--- config.mk ---
export PLATFORM = sky130hd
export DESIGN_NAME = instr_fetch_unit
export DESIGN_NICKNAME = d
export VERILOG_FILES = /design/src/rtl/instr_fetch_unit.sv
export SDC_FILE = /design/constraint.sdc
export NUM_CORES = 1
export LEC_CHECK = 0
export CAP_MARGIN = 0
export CORE_ASPECT_RATIO = 1.25
export CORE_MARGIN = 1.5
export CORE_UTILIZATION = 63
export DETAILED_ROUTE_END_ITERATION = 16
export DONT_BUFFER_PORTS = 1
export GPL_ROUTABILITY_DRIVEN = 0
export PLACE_DENSITY = 0.9
export RECOVER_POWER = 100
export SLEW_MARGIN = 10
export SYNTH_ARGS = -nofsm -noshare
export SYNTH_HDL_FRONTEND = slang
export SYNTH_SLANG_ARGS = --single-unit
export TNS_END_PERCENT = 10
--- constraint.sdc ---
create_clock -name clk -period 3.57 [get_ports clk]
set_input_delay 0.5355 -clock clk [delete_from_list [all_inputs] [get_ports clk]]
set_output_delay 0.5355 -clock clk [all_outputs]
set_load 0.01 [all_outputs]
--- src/rtl/instr_fetch_unit.sv ---
// Instruction fetch stage: owns the PC, issues one imem request at a time,
// presents the fetched instruction to decode, and squashes wrong-path fetches.
module instr_fetch_unit #(
  parameter logic [31:0] RESET_PC = 32'h0000_0000
) (
  input  logic        clk,
  input  logic        reset,
  input  logic        stall,
  input  logic        branch_taken,
  input  logic [31:0] branch_target,
  output logic        imem_req,
  output logic [31:0] imem_addr,
  input  logic        imem_ready,
  input  logic [31:0] imem_rdata,
  output logic        instr_valid,
  output logic [31:0] instr,
  output logic [31:0] pc_out,
  output logic [6:0]  opcode
);

  typedef enum logic [1:0] {
    IDLE,
    FETCH,
    FLUSH,
    VALID
  } state_t;

  state_t      state_q, state_d;
  logic [31:0] addr_q, addr_d;
  logic [31:0] redir_q, redir_d;
  logic [31:0] instr_q, instr_d;
  logic [31:0] pc_q, pc_d;
  logic [31:0] target;

  assign target = branch_target & 32'hFFFF_FFFC;

  always_comb begin
    state_d = state_q;
    addr_d  = addr_q;
    redir_d = redir_q;
    instr_d = instr_q;
    pc_d    = pc_q;
    case (state_q)
      IDLE: state_d = FETCH;
      FETCH: begin
        if (imem_ready) begin
          if (branch_taken) begin
            addr_d = target;
          end else begin
            instr_d = imem_rdata;
            pc_d    = addr_q;
            state_d = VALID;
          end
        end else if (branch_taken) begin
          // addr_q must stay put until the in-flight request completes
          redir_d = target;
          state_d = FLUSH;
        end
      end
      FLUSH: begin
        if (branch_taken) redir_d = target;
        if (imem_ready) begin
          addr_d  = branch_taken ? target : redir_q;
          state_d = FETCH;
        end
      end
      VALID: begin
        if (branch_taken) begin
          addr_d  = target;
          state_d = FETCH;
        end else if (!stall) begin
          addr_d  = pc_q + 32'd4;
          state_d = FETCH;
        end
      end
      default: state_d = IDLE;
    endcase
  end

  always_ff @(posedge clk) begin
    if (reset) begin
      state_q <= IDLE;
      addr_q  <= RESET_PC;
      redir_q <= '0;
      instr_q <= '0;
      pc_q    <= '0;
    end else begin
      state_q <= state_d;
      addr_q  <= addr_d;
      redir_q <= redir_d;
      instr_q <= instr_d;
      pc_q    <= pc_d;
    end
  end

  assign imem_req    = (state_q == FETCH) || (state_q == FLUSH);
  assign imem_addr   = addr_q;
  assign instr_valid = (state_q == VALID);
  assign instr       = instr_q;
  assign pc_out      = pc_q;
  assign opcode      = (state_q == VALID) ? instr_q[6:0] : '0;

endmodule

* After elaboration in Yosys (flattened, before gate mapping)
Index checks and enable logic that the tools add are counted.
** Operators by class
- Add/sub/neg operators :: 1
- $mul :: 0
- Div/mod/pow operators :: 0
- Order comparisons :: 0
- Equal/unequal tests :: 10
- Shift-type cells :: 0
- Mux-type cells :: 17
- Bitwise logic cells :: 1
- Reductions and logical operators :: 8
** Operator list (count)
- 32-bit two-way mux :: 7
- 32-bit one-hot mux with 3 select lines :: 1
- 32-bit one-hot mux with 2 select lines :: 1
- 32-bit by 3-bit adder with 32-bit output, second input constant :: 1
- 2-bit two-way mux :: 6
- 3-bit inequality test, second input constant :: 3
- 2-bit inequality test, second input constant :: 4
- 2-bit one-hot mux with 4 select lines :: 1
- 7-bit two-way mux :: 1
- 5-bit AND reduction :: 1
- 2-bit == test, second input constant :: 2
- 4-bit AND reduction :: 1
- 3-bit AND reduction :: 1
- 3-bit nonzero test :: 1
- 2-bit by 1-bit == test with 1-bit output, second input constant :: 1
- 2-bit zero test :: 1
- 2-bit AND reduction :: 1
- 2-bit nonzero test :: 1
- 1-bit logical OR :: 1
- 1-bit inverter :: 1
** Storage, ports and cells
- Register bits :: 130
- Bits in latches :: 0
- Memory bits (writable) :: 0
- Bits in read-only memories :: 0
- Bits of input ports :: 69
- Output and inout bits :: 105
- Logic and storage cells :: 42
- Memories :: 0

* Depth between registers and ports, before layout
Gate-level depths: netlist of the first run.
- Depth in word-level cells :: 4
- Gate-level depth with buffers :: 10
- Gate-level depth less buffers :: 7

* Least setup slack after synthesis of the first run
OpenSTA, ideal clock, no wires.
- Kind :: register -> register
- Start :: register state_q[0]
- End :: register addr_q[10], in the netlist imem_addr[10]
- Library setup time :: 0.138 ns
- Data arrival time :: 1.985 ns
- Required time :: 3.432 ns
- Setup slack :: 1.448 ns
- Cell stages (with the launch flop) :: 8
- Path buffers :: 3
- Period minus slack after synthesis :: 2.122 ns
- Cells stage by stage :: dfxtp_1 ha_1 nor2b_1 clkbuf_1 a2111oi_4 buf_2 buf_1 a211oi_1
** On the way
- Word-level cells in the longest chain between the ends :: 3
- Elaborated cells between the ends (all ways) :: 10
- Classes of those cells :: 7 x eq/ne; 1 x mux; 2 x reduce/logical
** Ends and longest elaborated chain
- from (decl) :: RTL line 28 : state_t state_q, state_d;
- from (signal assigned) :: RTL line 88 : state_q <= state_d;
- 2-bit == test *
- net instr_valid :: RTL line 15 : output logic instr_valid,
- 3-bit inequality test (no line) or 3-bit nonzero test (tied branches)
- 5-bit AND reduction (no line)
- to (signal assigned) :: RTL line 89 : addr_q <= addr_d;
- to (decl) :: RTL line 29 : logic [31:0] addr_q, addr_d;
The timed path passes the listed nets; every way through them passes the cells marked *.
A chain may end at the register's enable or synchronous reset.

* Worst setup path after layout of the first run
- Start :: register state_q[0]
- End :: register addr_q[27], in the netlist imem_addr[27]
** On the way
- Word-level cells in the longest chain between the ends :: 3
- Elaborated cells between the ends (all ways) :: 10
- Classes of those cells :: 7 x eq/ne; 1 x mux; 2 x reduce/logical
** Ends and longest elaborated chain
- 2-bit == test or 2-bit by 1-bit == test with 1-bit output (tied branches) :: RTL line 43 : case (state_q)
- 3-bit inequality test (no line) (tied with other cells)
- 5-bit AND reduction (no line)
Parallel ways exist; a longest one is shown, timed or not.

==> impl_metrics.tcl, run 1 <==
set metrics [dict create \
    status "complete, but fails checks" \
    violations "max-capacitance violations, max-slew violations" \
    cts_resized 0 \
    path_clk_slew_ns 0.05 \
    cp-start-kind "register" \
    p_per_area_mw_per_mm2 570.9 \
    synth_seq_area_share_pct 44.18 \
    layout_common_cells "215 x nand2_1, 130 x dfxtp_1, 108 x a21oi_1, 38 x nor2_1, 24 x a211oi_1" \
    clock_path_buffers 2 \
    period_needed_ns 2.945 \
    fmax_mhz 339.5 \
    pre_cts_slack_ns 0.9644 \
    finalMaxSlewViolations 33 \
    fin_ws_ns 0.6246 \
    first_global_vias 5383 \
    synth_edf_count 0 \
    grt_pass1_wl_um 25900 \
    critPathCaptureType "register" \
    n_antenna_cell 0 \
    die-area_sq_mm 0.009943 \
    rsz0062_at_grt "no" \
    synth_area_sq_mm 0.005891 \
    hold_class "input port to register" \
    dr_total_vias 5584 \
    arrival_ns 3.26 \
    via_per_inst 6.478 \
    place_hpwl_um 10660 \
    synth_ff_type "dfxtp_1" \
    syn_nets 829 \
    ys_ff_latch 130 \
    antenna_found_initial 0 \
    synth_area_per_cell_sq_um 7.802 \
    setup_viol 0 \
    timing.final.hold_violations 0 \
    yosysWarnings 0 \
    h-tree-depth 4 \
    combPwrFrac_pct 8.8 \
    hold_buffers 0 \
    crit_type "register to register" \
    drtIter0Drc 571 \
    root_buffer "clkbuf_16" \
    drive_above_1_share_pct 6.631 \
    globalRouteOverflowTotal 0 \
    layout.area.seq_sq_mm 0.002603 \
    required_ns 3.88 \
    ant_nets 0 \
    cts_made_buffers 17 \
    path_cells "inv_1 -> ha_1 -> buf_4 -> o21bai_1 -> a22oi_1 -> a31o_2 -> a311oi_1" \
    die-width_um 89.49 \
    peakVddDrop_mv 0.3802 \
    fillCellCount 682 \
    grt_max_degree 131 \
    async_flop_share_pct 0 \
    cts_setup_buffers 0 \
    power_switching_uw 908.3 \
    nNetsFinal 802 \
    p_leak_uw 0.002161 \
    crit_path_max_fanout 18 \
    routedWlPerCell_um 18.98 \
    switching_share_pct 24.58 \
    relSlewSlack_pct -10.84 \
    clkPwrFrac_pct 46.1 \
    worst_pin_slew_ns 1.663 \
    maxCapViolations 1 \
    layout_commonest_cell "nand2_1" \
    clkLatencyLatePin_ns 0.41 \
    skew_ns 0.009176 \
    start_util_pct 64.56 \
    seqPwrFrac_pct 45.0 \
    p_int_uw 2787 \
    ioPinCount 174 \
    dr.pass1.iters 5 \
    finalCritPeriodShare_pct 82.50 \
    max_stage_delay_ns 1.14 \
    setup_tns_ns 0 \
    multiInputGateArea_sq_mm 0.003027 \
    die_h_um 111.1 \
    grt_use_total_pct 33.54 \
    ys_types 53 \
    drc_errors 0 \
    crit_path_top_delay_cell "o21bai_1" \
    cts_tree "built" \
    cts_sinks 130 \
    wl_um 16360 \
    port_buffers 0 \
    area_growth_syn_to_layout_pct 9.898 \
    num_rows 39 \
    syn_inst 755 \
    coreArea_sq_mm 0.009125 \
]
per-layer routing:
metal	global-route usage, %	wire, um	up-vias
met4	16.10	510	0
met5	0	0	-
li1	-	-	2586
met1	37.98	6057	2627
met2	55.14	8094	324
met3	11.54	1698	47
registers in the layout (all words and copies together), names as in the netlist:
signal     flops
instr         32
redir_q       32
state_q        2
pc_out        32
imem_addr     32
power groups by stage:
stage / Sequential (uW) / Combinational [uW] / Clock [uW]
after global routing: 1670 / 361 / 1780
after floorplan: 1660 / 279 / 0
final: 1660 / 326 / 1710
after CTS: 1660 / 324 / 1720
after global placement: 1690 / 304 / 0
after detailed placement: 1690 / 322 / 0
final cells by class:
type                       instances  share of cell area, %
clock buffer                      24                  7.286
clock inverter                     6                  1.624
inverter                           8                 0.4639
multi-input combinational        559                  46.75
sequential                       130                  40.20
tap                              123                  2.377
timing repair buffer              12                  1.295
stage by stage:
stage,hold WS (ns),std cells,total power (uW),cell area [sq um],utilization (%)
floorplan,0.4338,755,1941,5891,-
global placement,0.4332,832,1991,5914,64.82
finish,0.1918,862,3696,6474,70.94
global route,0.1802,862,3813,6474,70.94
CTS,0.1844,862,3705,6491,71.14
detailed placement,0.4419,832,2015,5914,64.82
synth_stat cells, types with 5 or more instances:
cell	instances	area [sq um]
xor2_1	12	105.1
xnor2_1	7	61.31
o21ai_0	11	55.05
nor3_1	13	65.06
a222oi_1	9	90.09
and2_1	8	50.05
a21oi_1	108	540.5
ha_1	5	62.56
nand2b_1	5	31.28
nand4_1	8	50.05
a22oi_1	7	52.55
nand2_1	215	807.0
nor4_1	6	37.54
dfxtp_1	130	2603
buf_1	5	18.77
a221oi_1	14	122.6
inv_1	8	30.03
a211oi_1	24	180.2
clkbuf_1	50	187.7
nand3_1	13	65.06
nor2_1	38	142.6
worst max-delay path: cells and delay by family, from the launching register on:
kind | cells | cell delay (ns)
compound gates | 4 | 1.95
fa+ha+maj | 1 | 0.20
buf+inv | 2 | 0.31
flops | 1 | 0.39
logic make-up (layout without fill, tap and decap cells):
kind of cell               after synthesis  count (layout)  share of synthesized area [%]
buffers and inverters                   66              50                          4.376
muxes                                    3               3                         0.5522
AOI/OAI and AO/OA                      202             202                          22.34
adders and majority gates                5               5                          1.062
xor gates and xnor gates                19              19                          2.825
and+or+nand+nor                        330             330                          24.66
DFF                                    130             130                          44.18
path summary, 6_finish.rpt:
| path | cells past startpoint | slack (ns) | end | start |
|---|---|---|---|---|
| min | 1 | 0.19 | redir_q[10] | reset |
| max reg2reg | 7 | 0.62 | imem_addr[27] | state_q[0] |
| min reg2reg | 2 | 0.45 | redir_q[7] | redir_q[7] |
| max | 7 | 0.62 | imem_addr[27] | state_q[0] |
Power figures use the tool's default switching activity.
==> run 2: changes to the inputs <==
- clock period: 3.57 -> 3 ns (I/O delays scaled with it)
==> run 2 against run 1 <==
Effect of this change:
- the run now ends clean
- sequential share of layout area is 0.11 points lower
- hold slack worse by 0.091 ns
- via count is 0.47% higher
- critical path type unchanged
- critical endpoint is now imem_addr[8]
==> impl_metrics.tcl, run 2 (synthesized netlist as in run 1, its figures left out) <==
set metrics [dict create \
    fmax_mhz 370.7 \
    met3_usage_pct 13.63 \
    layout.area.seq_sq_mm 0.002603 \
    p_leak_uw 0.002161 \
    h-tree-depth 4 \
    globalRouteOverflowTotal 0 \
    drive_above_1_share_pct 7.037 \
    dr_total_vias 5610 \
    port_buffers 0 \
    first_global_vias 5364 \
    die-area_sq_mm 0.009943 \
    n_antenna_cell 0 \
    power.total_uw 4343 \
    grt_use_total_pct 32.94 \
    nNetsFinal 802 \
    grtUsageMet1_pct 36.71 \
    place_hpwl_um 10590 \
    skew_ns 0.01045 \
    coreArea_sq_mm 0.009125 \
    routedWlPerCell_um 19.02 \
    via_per_inst 6.508 \
    crit_type "register to register" \
    setup_viol 0 \
    hold_path_startpoint "reset" \
    finalMaxSlewViolations 0 \
    clock_path_buffers 2 \
    cts_tree "built" \
    cts_setup_buffers 0 \
    relSlewSlack_pct 15.84 \
    ant_nets 0 \
    area_growth_syn_to_layout_pct 10.20 \
    drtIter0Drc 552 \
    maxCapViolations 0 \
    crit_path_max_fanout 17 \
    layout_common_cells "215 x nand2_1, 130 x dfxtp_1, 108 x a21oi_1, 38 x nor2_1, 24 x a211oi_1" \
    drc_errors 0 \
    layout_commonest_cell "nand2_1" \
    rsz0062_at_grt "no" \
    cts_resized 0 \
    die-width_um 89.49 \
    antenna_found_initial 0 \
    hold_buffers 0 \
    busiest_layer "met2" \
    cts_sinks 130 \
    cts_made_buffers 17 \
    ioPinCount 174 \
    critPathCaptureType "register" \
    grt_max_degree 131 \
    required_ns 3.28 \
    p_per_area_mw_per_mm2 669.1 \
    wl_um 16400 \
    start_util_pct 64.56 \
    use_met2_pct 52.83 \
    hold_class "input port to register" \
    worst_pin_slew_ns 1.262 \
    multiInputGateArea_sq_mm 0.003037 \
    dr.pass1.iters 6 \
    status "completed" \
    peakVddDrop_mv 0.4227 \
    root_buffer "clkbuf_16" \
    fillCellCount 710 \
    arrival_ns 2.98 \
    clkLatencyLatePin_ns 0.41 \
    grt_pass1_wl_um 25320 \
    die_h_um 111.1 \
    period_needed_ns 2.698 \
    finalCritPeriodShare_pct 89.92 \
    reg2reg_from "state_q[0]" \
    timing.final.hold_violations 0 \
    setup_tns_ns 0 \
    path_clk_slew_ns 0.05 \
    cp-start-kind "register" \
    critPathLaunch "state_q[0]" \
    num_rows 39 \
]
-- run 2: per-stage QoR --
step | hold WS [ns] | instance area, sq um | cells | utilization (%) | setup WS [ns]
after global placement | 0.4334 | 5939 | 832 | 65.09 | 0.6812
final | 0.1012 | 6491 | 862 | 71.14 | 0.3025
after CTS | 0.09700 | 6501 | 862 | 71.25 | 0.6023
after floorplan | 0.4338 | 5891 | 755 | - | 0.8778
after detailed placement | 0.4411 | 5939 | 832 | 65.09 | 0.6152
after global routing | 0.08538 | 6491 | 862 | 71.14 | 0.1930
-- run 2: routing by layer --
| metal | vias up | share of wire [%] |
|---|---|---|
| met3 | 54 | 12 |
| met1 | 2605 | 36 |
| met5 | - | 0 |
| li1 | 2584 | - |
| met4 | 0 | 3.5 |
| met2 | 367 | 49 |
-- run 2: final timing paths --
kind	end	slack (ns)	cells past startpoint
worst max-delay path	imem_addr[8]	0.30	7
worst max register to register	imem_addr[8]	0.30	7
worst min register to register	redir_q[13]	0.45	2
worst min-delay path	redir_q[10]	0.10	1
-- run 2: cell type report --
| class | instances | share of cell area (%) |
|---|---|---|
| Clock inverter | 6 | 1.234 |
| Tap cell | 123 | 2.371 |
| Clock buffer | 24 | 7.421 |
| Inverter | 8 | 0.4626 |
| Multi-Input combinational cell | 559 | 46.78 |
| Sequential cell | 130 | 40.09 |
| Timing Repair Buffer | 12 | 1.638 |
-- run 2: worst max-delay path: stages (launching register included) --
cell and delay, ns:
dfxtp_1 0.33, inv_1 0.13, ha_1 0.19, clkbuf_1 0.65
o21bai_2 0.39, buf_4 0.31, a222oi_1 0.42, a211oi_1 0.14
-- run 2: power by group --
part	switching (uW)	total, uW	internal, uW
logic	248	398	150
registers	144	1980	1840
clock network	692	1960	1270
total	1080	4340	3260
